===== src/rtl/sevenseg_scan.sv =====
// sevenseg_scan: 8-digit multiplexed seven-segment scan controller with a
// frame-synchronous shadow register, anode ghost-blanking and digit masking.
// Ports: clk, rst (sync, active-high), data[31:0] + load strobe into the
// pending register, digit_en[7:0] per-digit enable; outputs digit_sel[2:0],
// nibble[3:0], an_l[7:0] (active-low anodes), frame_start (wrap pulse).
// Optional macro SEVENSEG_LZ_BLANK_EN enables leading-zero suppression.
module sevenseg_scan #(
  parameter int PRESCALE  = 100000,
  parameter int BLANK_CYC = 1000
) (
  input  logic        clk,
  input  logic        rst,
  input  logic [31:0] data,
  input  logic        load,
  input  logic [7:0]  digit_en,
  output logic [2:0]  digit_sel,
  output logic [3:0]  nibble,
  output logic [7:0]  an_l,
  output logic        frame_start
);

  localparam int CW = $clog2(PRESCALE);
  localparam logic [CW-1:0] LAST_V  = CW'(PRESCALE - 1);
  localparam logic [CW-1:0] BLANK_V = CW'(BLANK_CYC);

  logic [CW-1:0] cnt;
  logic [31:0]   shadow;
  logic [31:0]   pending;
  logic          pend_v;

  logic          last;
  logic          wrap;
  logic [CW-1:0] cnt_n;
  logic [2:0]    dig_n;
  logic [31:0]   shadow_n;
  logic          supp;
  logic          dark;
  logic [7:0]    an_n;

  // Outputs are registered from next-state values so they move on the
  // same edge as cnt/digit and reflect the shadow of the new frame.
  always_comb begin
    last     = (cnt == LAST_V);
    wrap     = last && (digit_sel == 3'd7);
    cnt_n    = last ? '0 : cnt + 1'b1;
    dig_n    = last ? digit_sel + 3'd1 : digit_sel;
    shadow_n = shadow;
    if (wrap) begin
      if (load)        shadow_n = data;
      else if (pend_v) shadow_n = pending;
    end
  end

`ifdef SEVENSEG_LZ_BLANK_EN
  // hz[k]: shadow nibbles k..7 are all zero.
  logic [7:0] hz;
  always_comb begin
    hz    = '0;
    hz[7] = (shadow_n[31:28] == 4'h0);
    for (int k = 6; k >= 0; k--)
      hz[k] = hz[k+1] && (shadow_n[4*k +: 4] == 4'h0);
    supp = (dig_n != 3'd0) && hz[dig_n];
  end
`else
  always_comb supp = 1'b0;
`endif

  always_comb begin
    dark = (cnt_n < BLANK_V) || !digit_en[dig_n] || supp;
    an_n = dark ? 8'hFF : ~(8'b1 << dig_n);
  end

  always_ff @(posedge clk) begin
    if (rst) begin
      cnt         <= '0;
      digit_sel   <= '0;
      nibble      <= '0;
      an_l        <= 8'hFF;
      frame_start <= 1'b0;
      shadow      <= '0;
      pending     <= '0;
      pend_v      <= 1'b0;
    end else begin
      cnt         <= cnt_n;
      digit_sel   <= dig_n;
      shadow      <= shadow_n;
      nibble      <= shadow_n[4*dig_n +: 4];
      an_l        <= an_n;
      frame_start <= wrap;
      // A load on the wrap edge bypasses straight into the shadow.
      if (wrap) begin
        pend_v <= 1'b0;
      end else if (load) begin
        pending <= data;
        pend_v  <= 1'b1;
      end
    end
  end

endmodule


===== config.mk =====
export PLATFORM = sky130hd
export DESIGN_NAME = sevenseg_scan
export DESIGN_NICKNAME = d
export VERILOG_FILES = /design/src/rtl/sevenseg_scan.sv
export SDC_FILE = /design/constraint.sdc
export NUM_CORES = 1
export LEC_CHECK = 0
export BUFFER_PORTS_ARGS = -buffer_cell sky130_fd_sc_hd__buf_2
export CORE_ASPECT_RATIO = 1.2
export CORE_MARGIN = 2
export CORE_UTILIZATION = 55
export DETAILED_ROUTE_END_ITERATION = 12
export PLACE_DENSITY_LB_ADDON = 0.05
export SYNTH_ARGS = -nofsm -noshare
export SYNTH_HDL_FRONTEND = slang
export SYNTH_SLANG_ARGS = --single-unit
export TNS_END_PERCENT = 10

===== constraint.sdc =====
create_clock -name clk -period 3.8 [get_ports clk]
set_input_delay 1.14 -clock clk [delete_from_list [all_inputs] [get_ports clk]]
set_output_delay 1.14 -clock clk [all_outputs]
set_load 0.1 [all_outputs]

==> out/metrics.yaml <==
global_routing:
  grt_max_degree: 36
  grtUsageTotal_pct: 27.6
  overflow: 0
  grt_pass1_vias: 4122
  grt_pass1_wl_um: 20100
  antenna_found_initial: 0
cts:
  cts_resized: 0
  clock_latency_ns: 0.36
  clkSlewWorstSetupHoldPaths_ns: 0.09
  postCtsHoldBufs: 0
  htree_levels: 3
  cts_buffers: 9
  cts.sinks: 98
  cts_tree: "yes"
  postCtsSetupBuffers: 0
  root_buffer: "clkbuf_8"
  clk_path_buf_depth: 2
layout:
  fin_nets: 633
  multi_input_area_sq_um: 2500
  drive_gt1_share_pct: 17.4
  area_growth_pct: 11.9
  antenna_cells: 0
  finish.instance_area_sq_um: 5210
  fillers: 737
  register_area_sq_um: 1960
routing:
  wl_per_cell_um: 17.7
  drt_iter0_markers: 301
  dr.pass1.iters: 5
  drc: 0
  routed_wl_um: 12500
  ant_nets: 0
  num_vias: 4246
  via_per_inst: 6.01
placement:
  io_buffers: 58
  place_congestion: 0.938
  place_area_sq_um: 5020
  dpl.hpwl_um: 8680
worst_setup_path:
  r2r_end: "an_l[3]$_SDFF_PP1_"
  critPathMaxFanout: 9
  startpoint: "cnt[7]$_SDFF_PP0_"
  worstSetupPathType: "reg2reg"
  end_kind: "register"
  crit_arrival_ns: 3.25
  worstPathRequired_ns: 4.02
  reg2reg_depth: 7
  timing.rr.start: "cnt[7]$_SDFF_PP0_"
  regToRegSetupSlack_ns: 0.77
  start_kind: "register"
timing:
  hold_violations: 0
  setup_viol: 0
  skew_ns: 0.0119
  setup_tns_ns: 0
  timing.hold.ws_ns: 0.461
  slew_headroom_pct: 51.8
  tightest_slew_ns: 0.723
  fin_crit_ns: 3.03
  fin_crit_sh_pct: 79.7
  slew_violations: 0
  fmaxAchievable_mhz: 330
  rsz0062_at_grt: "no"
yosys:
  ys_ff_latch: 98
  synth_compound_area_share_pct: 20.9
  synth_area_per_cell_sq_um: 8.52
  syn-num-nets: 593
  synthMuxAreaShare_pct: 1.91
  synth_top_family_by_area: "simple AND/OR/NAND/NOR gates"
  ys_warn_count: 0
  syn_inst: 547
  ys_seq_area_share_pct: 42.1
  ys_types: 62
  synth-xor-area-share_pct: 3.01
  synth_fa_ha_area_share_pct: 0.806
  synth_edf_count: 0
  async_reset_ff_share_pct: 0
  synth_flop_cell: "dfxtp_1"
  synth_area_sq_um: 4660
  synth-simple-area-share_pct: 26.8
power_and_ir_drop:
  p_leak_nw: 2.14
  power.density_nw_per_um2: 357
  p_total_mw: 1.86
  ir_worst_vdd_v: 0.000331
min_path:
  min_path_cells: 2
  hp-start: "pending[31]$_SDFFE_PP0P_"
  hp-class: "reg2reg"
  min_to: "pending[31]$_SDFFE_PP0P_"
outcome:
  status: "finished clean"
floorplanning:
  rows: 36
  core_area_sq_um: 8150
  dieArea_sq_um: 9220
  die_height_um: 105
  die_w_um: 88.0
  ios: 59
  start_util_pct: 57.1
run:
  drv_cap: 0
worst max-delay path by stage:
stage                            to
2_1_floorplan  nibble[1]$_SDFF_PP0_
3_3_place_gp   nibble[0]$_SDFF_PP0_
3_5_place_dp   nibble[1]$_SDFF_PP0_
4_1_cts          an_l[1]$_SDFF_PP1_
5_1_grt          an_l[1]$_SDFF_PP1_
6_report         an_l[3]$_SDFF_PP1_
layout make-up:
class	instances	area share, %
multi-input combinational	402	48.0
sequential	98	37.6
timing repair buffer	72	7.59
tap	114	2.74
clock buffer	11	2.71
clock inverter	5	1.03
inverter	4	0.288
critical path, stage by stage (launching register included):
cell and delay, ns:
dfxtp_1 0.47, or4b_4 0.51, nor4_4 0.59, mux2i_1 0.48
nor2_1 0.24, a32o_1 0.29, nor2_4 0.20, nand4_1 0.11
cell families (layout without fill, tap and decap cells):
| group | Yosys count | count (layout) |
|---|---|---|
| AND/OR/NAND/NOR | 248 | 248 |
| AO/OA/AOI/OAI | 127 | 127 |
| flip-flops | 98 | 98 |
| buffers and inverters | 47 | 92 |
| XOR/XNOR | 16 | 16 |
| multiplexers | 8 | 8 |
| adder cells (fa/ha/maj) | 3 | 3 |
layer usage:
metal | GRT usage (%) | vias to the layer above | wire (um)
met4 | 10.3 | 0 | 304
met3 | 3.71 | 28 | 682
met2 | 46.8 | 145 | 6170
met1 | 35.3 | 2011 | 5330
li1 | - | 2062 | -
met5 | 0 | - | 0
cell usage after synthesis, types with 3 or more instances:
library cell | number | area share, %
mux2i_1 | 4 | 0.86
o21ai_0 | 5 | 0.54
nand2_1 | 85 | 6.8
nor2_1 | 52 | 4.2
and3_1 | 3 | 0.40
o22ai_1 | 4 | 0.54
ha_1 | 3 | 0.81
xor2_1 | 7 | 1.3
a221oi_1 | 16 | 3.0
a221o_1 | 12 | 2.6
a31oi_1 | 4 | 0.54
nand4_1 | 17 | 2.3
or2_2 | 3 | 0.40
a41o_1 | 21 | 4.5
mux2_2 | 3 | 0.73
inv_1 | 4 | 0.32
clkbuf_1 | 30 | 2.4
a32o_1 | 4 | 0.86
dfxtp_1 | 98 | 42
and2_1 | 27 | 3.6
nor3_1 | 5 | 0.54
nand3_1 | 11 | 1.2
a22oi_1 | 5 | 0.81
or4_1 | 3 | 0.48
a21oi_1 | 39 | 4.2
nand2b_1 | 8 | 1.1
buf_2 | 10 | 1.1
xnor2_1 | 9 | 1.7
nor2b_1 | 17 | 2.3
sequential cells by signal, summed over array words and instances (netlist names):
register,count
shadow,32
frame_start,1
an_l,8
cnt,17
pending,32
digit_sel,3
pend_v,1
nibble,4
where the power goes:
part / internal (mW) / switching [mW] / total (mW)
Clock: 0.321 / 0.362 / 0.683
Sequential: 1.05 / 0.0155 / 1.06
Combinational: 0.0418 / 0.0731 / 0.115
metrics by stage:
stage | std cells | worst slack (ns) | util [%]
2_1_floorplan | 547 | 0.949 | -
5_1_grt | 706 | 0.532 | 63.9
6_report | 706 | 0.772 | 63.9
3_3_place_gp | 690 | 0.805 | 61.5
4_1_cts | 706 | 0.780 | 63.9
3_5_place_dp | 690 | 0.771 | 61.5
cells in the final DEF (no fill, tap or decap), types with 9 or more instances in the layout:
| master | netlist | layout |
|---|---|---|
| nand4_1 | 17 | 17 |
| buf_4 | 1 | 14 |
| buf_2 | 10 | 58 |
| a221oi_1 | 16 | 16 |
| a41o_1 | 21 | 21 |
| nand3_1 | 11 | 11 |
| nand2_1 | 85 | 85 |
| xnor2_1 | 9 | 9 |
| nor2_1 | 52 | 52 |
| nor2b_1 | 17 | 15 |
| a221o_1 | 12 | 12 |
| and2_1 | 27 | 27 |
| clkbuf_8 | 0 | 10 |
| a21oi_1 | 39 | 39 |
| dfxtp_1 | 98 | 98 |
Power figures use the tool's default switching activity.
